==> src/rtl/request_tracker_pkg.sv <==
// Shared constants and types for the request tracker and the downstream
// next-state controllers.
package request_tracker_pkg;

  localparam int NUM_FLOORS_DEF = 3;
  localparam int FLOOR_W_DEF    = 2;

  // Bit positions inside a relative request vector.
  localparam int REL_HERE  = 0;
  localparam int REL_ABOVE = 1;
  localparam int REL_BELOW = 2;
  localparam int REL_W     = 3;

  typedef logic [REL_W-1:0] rel_vec_t;

  typedef enum logic [1:0] {
    DIR_STOP = 2'b00,
    DIR_UP   = 2'b01,
    DIR_DOWN = 2'b10
  } dir_t;

  function automatic logic floor_valid(input int floor_idx, input int num_floors);
    return (floor_idx < num_floors);
  endfunction

endpackage

==> src/rtl/request_tracker_if.sv <==
// Button/position inputs and latched/relative request outputs of the tracker.
interface request_tracker_if
  import request_tracker_pkg::*;
#(
  parameter int NUM_FLOORS = NUM_FLOORS_DEF,
  parameter int FLOOR_W    = FLOOR_W_DEF
) ();

  logic [NUM_FLOORS-1:0] press_up;
  logic [NUM_FLOORS-1:0] press_down;
  logic [NUM_FLOORS-1:0] press_in;
  logic [FLOOR_W-1:0]    floor_cur;
  logic                  at_floor;
  logic                  door_open;

  logic [NUM_FLOORS-1:0] req_up;
  logic [NUM_FLOORS-1:0] req_down;
  logic [NUM_FLOORS-1:0] req_in;
  rel_vec_t              button_up;
  rel_vec_t              button_down;
  rel_vec_t              button_in;
  logic                  pending;

  modport master (
    output press_up, press_down, press_in, floor_cur, at_floor, door_open,
    input  req_up, req_down, req_in, button_up, button_down, button_in, pending
  );

  modport slave (
    input  press_up, press_down, press_in, floor_cur, at_floor, door_open,
    output req_up, req_down, req_in, button_up, button_down, button_in, pending
  );

endinterface

==> src/rtl/request_tracker_relativizer.sv <==
// Maps an absolute per-floor request vector onto [here, above, below] relative
// to the car's floor; an out-of-range floor yields an all-zero view.
module request_relativizer
  import request_tracker_pkg::*;
#(
  parameter int NUM_FLOORS = NUM_FLOORS_DEF,
  parameter int FLOOR_W    = FLOOR_W_DEF
) (
  input  logic [NUM_FLOORS-1:0] req,
  input  logic [FLOOR_W-1:0]    floor_cur,
  output rel_vec_t              rel
);

  always_comb begin
    rel = '0;
    if (floor_valid(int'(floor_cur), NUM_FLOORS)) begin
      for (int f = 0; f < NUM_FLOORS; f++) begin
        if (f == int'(floor_cur)) begin
          rel[REL_HERE] = rel[REL_HERE] | req[f];
        end else if (f > int'(floor_cur)) begin
          rel[REL_ABOVE] = rel[REL_ABOVE] | req[f];
        end else begin
          rel[REL_BELOW] = rel[REL_BELOW] | req[f];
        end
      end
    end
  end

endmodule

==> src/rtl/request_tracker.sv <==
// Latches hall/car requests per floor, clears them when served at an open door,
// and publishes registered relative views for the next-state controllers.
module request_tracker
  import request_tracker_pkg::*;
#(
  parameter int NUM_FLOORS = NUM_FLOORS_DEF,
  parameter int FLOOR_W    = FLOOR_W_DEF
) (
  input  logic               clk,
  input  logic               reset,
  request_tracker_if.slave   bus
);

  // No hall-up button on the top floor, no hall-down button on the bottom one.
  localparam logic [NUM_FLOORS-1:0] UP_MASK   = {1'b0, {(NUM_FLOORS-1){1'b1}}};
  localparam logic [NUM_FLOORS-1:0] DOWN_MASK = {{(NUM_FLOORS-1){1'b1}}, 1'b0};

  logic                  serve;
  logic [NUM_FLOORS-1:0] clear_mask;
  logic [NUM_FLOORS-1:0] nxt_up;
  logic [NUM_FLOORS-1:0] nxt_down;
  logic [NUM_FLOORS-1:0] nxt_in;
  rel_vec_t              rel_up;
  rel_vec_t              rel_down;
  rel_vec_t              rel_in;

  logic [NUM_FLOORS-1:0] req_up_p0;
  logic [NUM_FLOORS-1:0] req_down_p0;
  logic [NUM_FLOORS-1:0] req_in_p0;
  rel_vec_t              button_up_p0;
  rel_vec_t              button_down_p0;
  rel_vec_t              button_in_p0;
  logic                  pending_p0;

  // Clear outranks a simultaneous press: a press at the open door is already served.
  always_comb begin
    serve      = bus.door_open & bus.at_floor &
                 floor_valid(int'(bus.floor_cur), NUM_FLOORS);
    clear_mask = '0;
    for (int f = 0; f < NUM_FLOORS; f++) begin
      if (serve && (f == int'(bus.floor_cur))) begin
        clear_mask[f] = 1'b1;
      end
    end
    nxt_up   = (req_up_p0   | bus.press_up)   & ~clear_mask & UP_MASK;
    nxt_down = (req_down_p0 | bus.press_down) & ~clear_mask & DOWN_MASK;
    nxt_in   = (req_in_p0   | bus.press_in)   & ~clear_mask;
  end

  request_relativizer #(.NUM_FLOORS(NUM_FLOORS), .FLOOR_W(FLOOR_W)) u_rel_up (
    .req       (nxt_up),
    .floor_cur (bus.floor_cur),
    .rel       (rel_up)
  );

  request_relativizer #(.NUM_FLOORS(NUM_FLOORS), .FLOOR_W(FLOOR_W)) u_rel_down (
    .req       (nxt_down),
    .floor_cur (bus.floor_cur),
    .rel       (rel_down)
  );

  request_relativizer #(.NUM_FLOORS(NUM_FLOORS), .FLOOR_W(FLOOR_W)) u_rel_in (
    .req       (nxt_in),
    .floor_cur (bus.floor_cur),
    .rel       (rel_in)
  );

  // Stage p0: latched requests and their relative views.
  always_ff @(posedge clk or posedge reset) begin
    if (reset) begin
      req_up_p0      <= '0;
      req_down_p0    <= '0;
      req_in_p0      <= '0;
      button_up_p0   <= '0;
      button_down_p0 <= '0;
      button_in_p0   <= '0;
      pending_p0     <= 1'b0;
    end else begin
      req_up_p0      <= nxt_up;
      req_down_p0    <= nxt_down;
      req_in_p0      <= nxt_in;
      button_up_p0   <= rel_up;
      button_down_p0 <= rel_down;
      button_in_p0   <= rel_in;
      pending_p0     <= |{nxt_up, nxt_down, nxt_in};
    end
  end

  assign bus.req_up      = req_up_p0;
  assign bus.req_down    = req_down_p0;
  assign bus.req_in      = req_in_p0;
  assign bus.button_up   = button_up_p0;
  assign bus.button_down = button_down_p0;
  assign bus.button_in   = button_in_p0;
  assign bus.pending     = pending_p0;

endmodule

==> src/flat_wrapper.sv <==
// flat-port wrapper written by rule: the top's interface ports become plain ports
module request_tracker_flat import request_tracker_pkg::*;
#(
  parameter int NUM_FLOORS = NUM_FLOORS_DEF,
  parameter int FLOOR_W    = FLOOR_W_DEF
)
  (clk, reset, bus_press_up, bus_press_down, bus_press_in, bus_floor_cur, bus_at_floor, bus_door_open, bus_req_up, bus_req_down, bus_req_in, bus_button_up, bus_button_down, bus_button_in, bus_pending);
  request_tracker_if #(.NUM_FLOORS(NUM_FLOORS), .FLOOR_W(FLOOR_W)) bus_i ();
  input  logic clk;
  input  logic reset;
  input wire logic [$bits(bus_i.press_up)-1:0] bus_press_up;
  input wire logic [$bits(bus_i.press_down)-1:0] bus_press_down;
  input wire logic [$bits(bus_i.press_in)-1:0] bus_press_in;
  input wire logic [$bits(bus_i.floor_cur)-1:0] bus_floor_cur;
  input wire logic [$bits(bus_i.at_floor)-1:0] bus_at_floor;
  input wire logic [$bits(bus_i.door_open)-1:0] bus_door_open;
  output wire logic [$bits(bus_i.req_up)-1:0] bus_req_up;
  output wire logic [$bits(bus_i.req_down)-1:0] bus_req_down;
  output wire logic [$bits(bus_i.req_in)-1:0] bus_req_in;
  output wire logic [$bits(bus_i.button_up)-1:0] bus_button_up;
  output wire logic [$bits(bus_i.button_down)-1:0] bus_button_down;
  output wire logic [$bits(bus_i.button_in)-1:0] bus_button_in;
  output wire logic [$bits(bus_i.pending)-1:0] bus_pending;
  assign bus_i.press_up = bus_press_up;
  assign bus_i.press_down = bus_press_down;
  assign bus_i.press_in = bus_press_in;
  assign bus_i.floor_cur = bus_floor_cur;
  assign bus_i.at_floor = bus_at_floor;
  assign bus_i.door_open = bus_door_open;
  assign bus_req_up = bus_i.req_up;
  assign bus_req_down = bus_i.req_down;
  assign bus_req_in = bus_i.req_in;
  assign bus_button_up = bus_i.button_up;
  assign bus_button_down = bus_i.button_down;
  assign bus_button_in = bus_i.button_in;
  assign bus_pending = bus_i.pending;
  request_tracker #(.NUM_FLOORS(NUM_FLOORS), .FLOOR_W(FLOOR_W)) u_core (.clk(clk), .reset(reset), .bus(bus_i));
endmodule
==> config.mk <==
export PLATFORM = sky130hd
export DESIGN_NAME = request_tracker_flat
export DESIGN_NICKNAME = d
export VERILOG_FILES = /design/src/rtl/request_tracker_pkg.sv /design/src/rtl/request_tracker_if.sv /design/src/rtl/request_tracker_relativizer.sv /design/src/rtl/request_tracker.sv /design/src/flat_wrapper.sv
export SDC_FILE = /design/constraint.sdc
export NUM_CORES = 1
export LEC_CHECK = 0
export ABC_AREA = 1
export CAP_MARGIN = 15
export CORE_MARGIN = 5
export CORE_UTILIZATION = 35
export DETAILED_ROUTE_END_ITERATION = 8
export GPL_TIMING_DRIVEN = 0
export PLACE_DENSITY = 0.77
export SLEW_MARGIN = 20
export SYNTH_ARGS = -nofsm -noshare
export SYNTH_HDL_FRONTEND = slang
export SYNTH_SLANG_ARGS = --single-unit
==> constraint.sdc <==
create_clock -name clk -period 0.92 [get_ports clk]
set_input_delay 0.184 -clock clk [delete_from_list [all_inputs] [get_ports clk]]
set_output_delay 0.184 -clock clk [all_outputs]
set_load 0.05 [all_outputs]
==> results of run 1 <==
==> stage by stage <==
stage / power (mW) / setup TNS (ns) / cells
6_report: 1.81 / -2.63 / 150
5_1_grt: 1.89 / -3.48 / 150
4_1_cts: 1.78 / -2.61 / 150
3_5_place_dp: 1.33 / -17.04 / 142
3_3_place_gp: 1.32 / -16.40 / 142
2_1_floorplan: 1.14 / -1.15 / 86
==> worst paths after layout <==
kind | start | to | slack, ns | depth (start not counted)
max | u_core.bus.req_up[1] | bus_req_up[1] | -0.16 | 1
min | reset | u_core.bus.button_up[1] | 0.25 | 2
max reg2reg | u_core.bus.req_in[1] | u_core.bus.pending | -0.14 | 5
min reg2reg | u_core.bus.req_down[1] | u_core.bus.button_down[2] | 0.56 | 2
max in group asynchronous | reset | u_core.bus.req_up[0] | 0.22 | 2
min in group clk | bus_floor_cur[1] | u_core.bus.button_in[1] | 0.34 | 2
==> cell usage in the layout, fill, tap and decap left out <==
master	count
clkdlybuf4s50_1	8
dfrtp_2	7
buf_6	20
conb_1	2
o21ai_2	3
nor2_2	3
o21ai_4	1
clkbuf_4	3
clkinv_2	1
o22ai_2	1
o21ai_1	1
buf_4	3
nand2_4	2
clkdlybuf4s15_2	2
a21oi_2	1
nand3_2	2
inv_2	6
inv_1	12
nand3_1	1
nand2_2	8
or2_4	2
o21ai_0	1
nor2_1	4
nor2_4	1
nand2_1	14
dlygate4sd2_1	2
o22ai_1	2
dfrtp_1	10
==> worst reg2reg max path: cells and delay by family, from the launching register on <==
family | cells | cell delay [ns]
and+or+nand+nor | 5 | 0.56
DFF | 1 | 0.42
==> area by class of cell <==
| class | count | area (um^2) | area share (%) |
|---|---|---|---|
| plain buffers | 2 | 15.0 | 1.21 |
| clock buffers | 3 | 22.5 | 1.82 |
| clock inverters | 1 | 5.00 | 0.404 |
| inverters | 18 | 67.6 | 5.46 |
| multi-input cells | 49 | 307 | 24.8 |
| flip-flops and latches | 17 | 434 | 35.1 |
| well taps | 27 | 33.8 | 2.73 |
| repair buffers | 33 | 353 | 28.5 |
==> state kept, by name, summed over array words and instances, names as in the netlist <==
name	flops
u_core.bus.button_down	3
u_core.bus.button_in	3
u_core.bus.button_up	3
u_core.bus.pending	1
u_core.bus.req_down	2
u_core.bus.req_in	3
u_core.bus.req_up	2
==> layer usage <==
| layer | wire, um | GRT usage, % | vias to the layer above |
|---|---|---|---|
| met4 | 51 | 9.03 | 0 |
| li1 | - | - | 326 |
| met3 | 99 | 3.71 | 4 |
| met1 | 818 | 13.8 | 340 |
| met5 | 0 | 0 | - |
| met2 | 1090 | 23.3 | 23 |
==> power breakdown <==
part / internal, mW / total, mW / switching, mW
clock network: 0.163 / 0.415 / 0.252
registers: 0.800 / 0.830 / 0.0299
logic: 0.210 / 0.568 / 0.358
==> timing repair <==
| item | in CTS | in global routing |
|---|---|---|
| gates resized for setup | 142 | 11 |
| hold buffers | 0 | 0 |
| gates cloned | 0 | 0 |
| buffers inserted | 4 | 0 |
| endpoints found under the setup margin | 33 | 30 |
| pin swaps | 6 | 3 |
==> cell families after synthesis <==
family,after synthesis,synth area share (%)
buf+inv,20,11.3
compound gates,10,8.89
simple gates,37,21.2
flops,17,58.1
other cells,1,0.512
==> synth_stat cells, drive strengths merged <==
cell type / number / area (um^2)
nand3: 3 / 15.0
buf: 2 / 15.0
o22ai: 3 / 18.8
inv: 18 / 67.6
nor2: 8 / 32.5
a21oi: 1 / 5.00
or2: 2 / 12.5
nand2: 24 / 95.1
conb: 1 / 3.75
dfrtp: 17 / 425
o21ai: 6 / 41.3
==> key figures, run 1 <==
Worst setup path
  – Crit path required time: 0.74 ns
  – Slowest CP cell: dfrtp_2
  – Worst path arrival time: around 0.9 ns
  – Max FO, Critical Path: 2
  – Crit-path cells: buf_6
  – CP Class: reg2out
  – Critical Path End Type: output pin
  – Crit path buf inv count: 1
  – CP max stage delay: roughly 0.43 ns
  – Top cell family by delay on the critical path: flip-flops
  – Crit start category: flop

Cells and area
  – Post-route cell area: roughly 0.0012 mm^2
  – Layout filler cell count: 145
  – Total Nets Final: around 140
  – Layout Utilization: a little over three fifths
  – Area grow syn2layout: 69.1%
  – Ant. Diodes: 0
  – Share of cells above drive strength 1: a little over half

Floorplanning
  – # IOs: 34
  – Core Area: 0.00198 mm^2
  – Std-Cell Rows: 16
  – DIE AREA: about 0.0031 mm^2
  – Die Y-Extent: ~56 um
  – Initial Utilization: 36.9%
  – Die Width: between 50 and 60 um

Routing
  – Total number of vias: roughly 690
  – 1st-iter DRT viols: 22
  – Total Wirelength: around 2.1 mm
  – Drc violations: 0
  – DR pass1 iterations: 4
  – Avg Vias per Cell: between 4 and 5
  – Routed len/inst: about 14 um
  – Post-DRT Antenna Nets: 0

CTS
  – CTS Buffer Depth: 2
  – CTS buffer count: 3
  – Clk sinks: 17
  – Clk_lat worst skew: 0.31 ns
  – Root Driver: clkbuf_4
  – CTS tree: yes
  – Max H-tree Level: 1
  – Clock transition at path regs: approximately 0.1 ns

Synthesis
  – Count of cell types in the netlist: 16
  – Netlist Area Pre-Place: 732 um^2
  – Register area share after synthesis: 58.1%
  – Post-synthesis average cell area: between 8 and 9 um^2
  – Warnings, synthesis: 0
  – Post-Syn Instances: 85
  – Synthesis-stage register bit count: 17

Timing
  – Final setup viols: 27
  – Max_slew headroom: between 50% and 60%
  – Max Freq: roughly 920 MHz
  – RSZ-0062 raised after global routing: yes
  – Min Tclk post-route: ~1.1 ns
  – Final Max Slew Viols: 0
  – Final Hold Viols: 0
  – Worst slew pin tran: between 0.6 and 0.7 ns
  – Setup Skew: 0.00836 ns
  – Hold WS: ~0.25 ns
  – Crit share post-route: 118%
  – Worst Slack Setup Final: -0.161 ns

Global route
  – Initial antenna violation count: 0
  – Largest net degree at the start of global routing: 18
  – Grt ovf: 0
  – Tot GR Track Use: 13.4%
  – Global-route wire length before repair: about 3.2 mm
  – Vias in the first global route: about 740

Place
  – Gpl congestion: ~0.88
  – Dpl ws: -0.685 ns
  – DPL Wire Length: between 1 and 1.5 mm
  – I/O Buffers: 29
  – Post-DP Area: between 0.001 and 0.0015 mm^2

Power and ir drop
  – Power density over the cells: between 1000 and 1500 mW/mm^2
  – Peak supply drop: slightly below 0.0007 V
  – P_leak: slightly below 0.6 nW

Hold path
  – Hold crit path type: in2async

Run status
  – Status: finished, violations left
  – Violated checks: negative setup slack

Flow run
  – Maxcap violations: 0
Note: power is estimated with default switching activity, not from simulation.
==> run 2: changes to the inputs <==
Settings changed: MAX_ROUTING_LAYER set to met4.
==> results of run 2 <==
Same layout as run 1: the final DEF is identical, and so are final timing and power.
Among the figures that moved: final weighted congestion in routability-driven placement 0.881 -> 0.896; overall routing resource usage 13.4% -> 13.7%
==> run 3: changes to the inputs <==
Settings changed: GPL_TIMING_DRIVEN 0 to unset.
==> run 3 against run 2 <==
The run still ends with negative setup slack left. Worst setup slack got worse by 0.10 ns. Final cell count up 17%. Sequential cell count unchanged. Wire length grew 61%. Fmax decreased by 8.8%. Worst hold slack got worse by 0.053 ns. First-iteration DRC count rose by 27%. Count of clock-buffer cells in the layout stayed put. Global-route usage grew 4.3 points. Largest cell class is now non-clock buffers. Largest power group is now combinational logic.
==> key figures, run 3 (synthesis gave the netlist of run 1 again) <==
Worst setup path
  – R2r worst-path depth: 5
  – Crit start category: flop
  – Max FO, Critical Path: 2
  – Worst path arrival time: 1.00 ns
  – Critical Path End Type: output pin
  – CP Class: reg2out
  – Crit path required time: ~0.74 ns

CTS
  – CTS buffer count: 3
  – CTS tree: yes
  – CTS Buffer Depth: 2
  – Clk_lat worst skew: around 0.30 ns
  – Root Driver: clkbuf_4
  – Clk sinks: 17
  – Max H-tree Level: 1
  – Hold_buf cts: 0
  – Clock transition at path regs: between 0.1 and 0.15 ns

Routing
  – DR pass1 iterations: 4
  – Post-DRT Antenna Nets: 0
  – Routed len/inst: 18.9 um
  – Drc violations: 0
  – Avg Vias per Cell: roughly 4.9
  – 1st-iter DRT viols: 28
  – Total number of vias: ~860
  – Total Wirelength: 3.31 mm

Place
  – Dpl ws: -0.618 ns
  – DPL Wire Length: ~1.7 mm
  – Gpl congestion: ~0.96
  – I/O Buffers: 29

Floorplanning
  – Core Area: 0.00198 mm^2
  – Std-Cell Rows: 16
  – # IOs: 34
  – Die Y-Extent: about 56 um
  – Initial Utilization: 36.9%
  – Die Width: roughly 56 um
  – DIE AREA: 0.00311 mm^2

Timing
  – Final Hold Viols: 0
  – Worst Slack Setup Final: -0.266 ns
  – Max Freq: 843 MHz
  – Min Tclk post-route: around 1.2 ns
  – Crit share post-route: 129%
  – Final setup viols: 33
  – Final Max Slew Viols: 0
  – Setup TNS: -4.84 ns
  – RSZ-0062 raised after global routing: yes
  – Setup Skew: between 0.009 and 0.01 ns

Run status
  – Status: finished, violations left
  – Violated checks: negative setup slack

Cells and area
  – Ant. Diodes: 0
  – Most frequent cells in the layout: buf_6, buf_12, nand2_1
  – Share of cells above drive strength 1: 68.2%
  – Area grow syn2layout: 134%
  – Area of the multi-input gates: 367 um^2
  – Flip-flop and latch area: 434 um^2
  – Most common cell after layout, fill and taps aside: buf_6
  – Total Nets Final: ~160
  – Layout filler cell count: between 70 and 80

Hold path
  – Hold crit path type: in2async

Power and ir drop
  – Peak supply drop: between 0.001 and 0.0015 V
  – Power density over the cells: 1240 mW/mm^2
  – Overall Power: approximately 2.1 mW
  – P_leak: around 0.84 nW

Global route
  – Vias in the first global route: roughly 880
  – Largest net degree at the start of global routing: 18
  – Initial antenna violation count: 0
  – Global-route wire length before repair: roughly 4.4 mm
  – Grt ovf: 0
  – Tot GR Track Use: ~18%

Flow run
  – Maxcap violations: 0
==> run 3: cell types whose count changed in the layout (fill, tap and decap cells not counted), sizes merged <==
cell	delta
buf	+25
clkbuf	+1
clkdlybuf4s15	-1
==> run 3: metal layers <==
metal,global-route usage (%),vias up,part of all wire (%)
li1,-,375,-
met1,20.3,413,34
met2,32.4,58,52
met3,5.34,17,10
met4,1.74,0,4.2
met5,-,-,0
==> run 3: repair_timing <==
action,4_1_cts,5_1_grt
buffers inserted,5,3
setup endpoints to repair,34,34
pin swaps,11,6
gates resized for setup,47,25
==> run 3: power by group <==
group          leakage, nW  switching, mW  internal [mW]  total, mW
clock network       0.0177          0.261          0.162      0.423
registers            0.181         0.0466          0.801      0.847
logic                0.636          0.438          0.417      0.856
total                0.835          0.746           1.38       2.13
==> run 3: path summary, 6_finish.rpt <==
path	end	slack [ns]	start
hold reg to reg	u_core.bus.button_up[2]	0.61	u_core.bus.req_up[0]
setup reg to reg	u_core.bus.pending	-0.24	u_core.bus.req_down[2]
min in group clk	u_core.bus.button_in[1]	0.20	bus_floor_cur[1]
setup / recovery	bus_req_up[1]	-0.27	u_core.bus.req_up[1]
max in group asynchronous	u_core.bus.req_up[0]	0.58	reset
hold / removal	u_core.bus.button_down[1]	0.20	reset
==> run 3: final cells by class <==
type                            count  area share, %
Timing Repair Buffer               60           45.5
Sequential cell                    17           25.3
Multi-Input combinational cell     49           21.4
Inverter                           18           4.23
Tap cell                           27           1.97
Clock buffer                        3           1.31
Clock inverter                      1          0.292
==> run 3: per-stage QoR <==
| stage | cell area, um^2 | util, % | instances | hold WS, ns |
|---|---|---|---|---|
| 2_1_floorplan | 759 | - | 86 | 0.110 |
| 3_3_place_gp | 1430 | 72.2 | 164 | 0.514 |
| 3_5_place_dp | 1430 | 72.2 | 164 | 0.511 |
| 4_1_cts | 1620 | 81.7 | 173 | 0.201 |
| 5_1_grt | 1720 | 86.6 | 175 | 0.197 |
| 6_report | 1720 | 86.6 | 175 | 0.201 |
==> run 3: worst max-delay path: stages, from the launching register on <==
cell     delay, ns
dfrtp_2       0.44
buf_6         0.12
buf_12        0.14
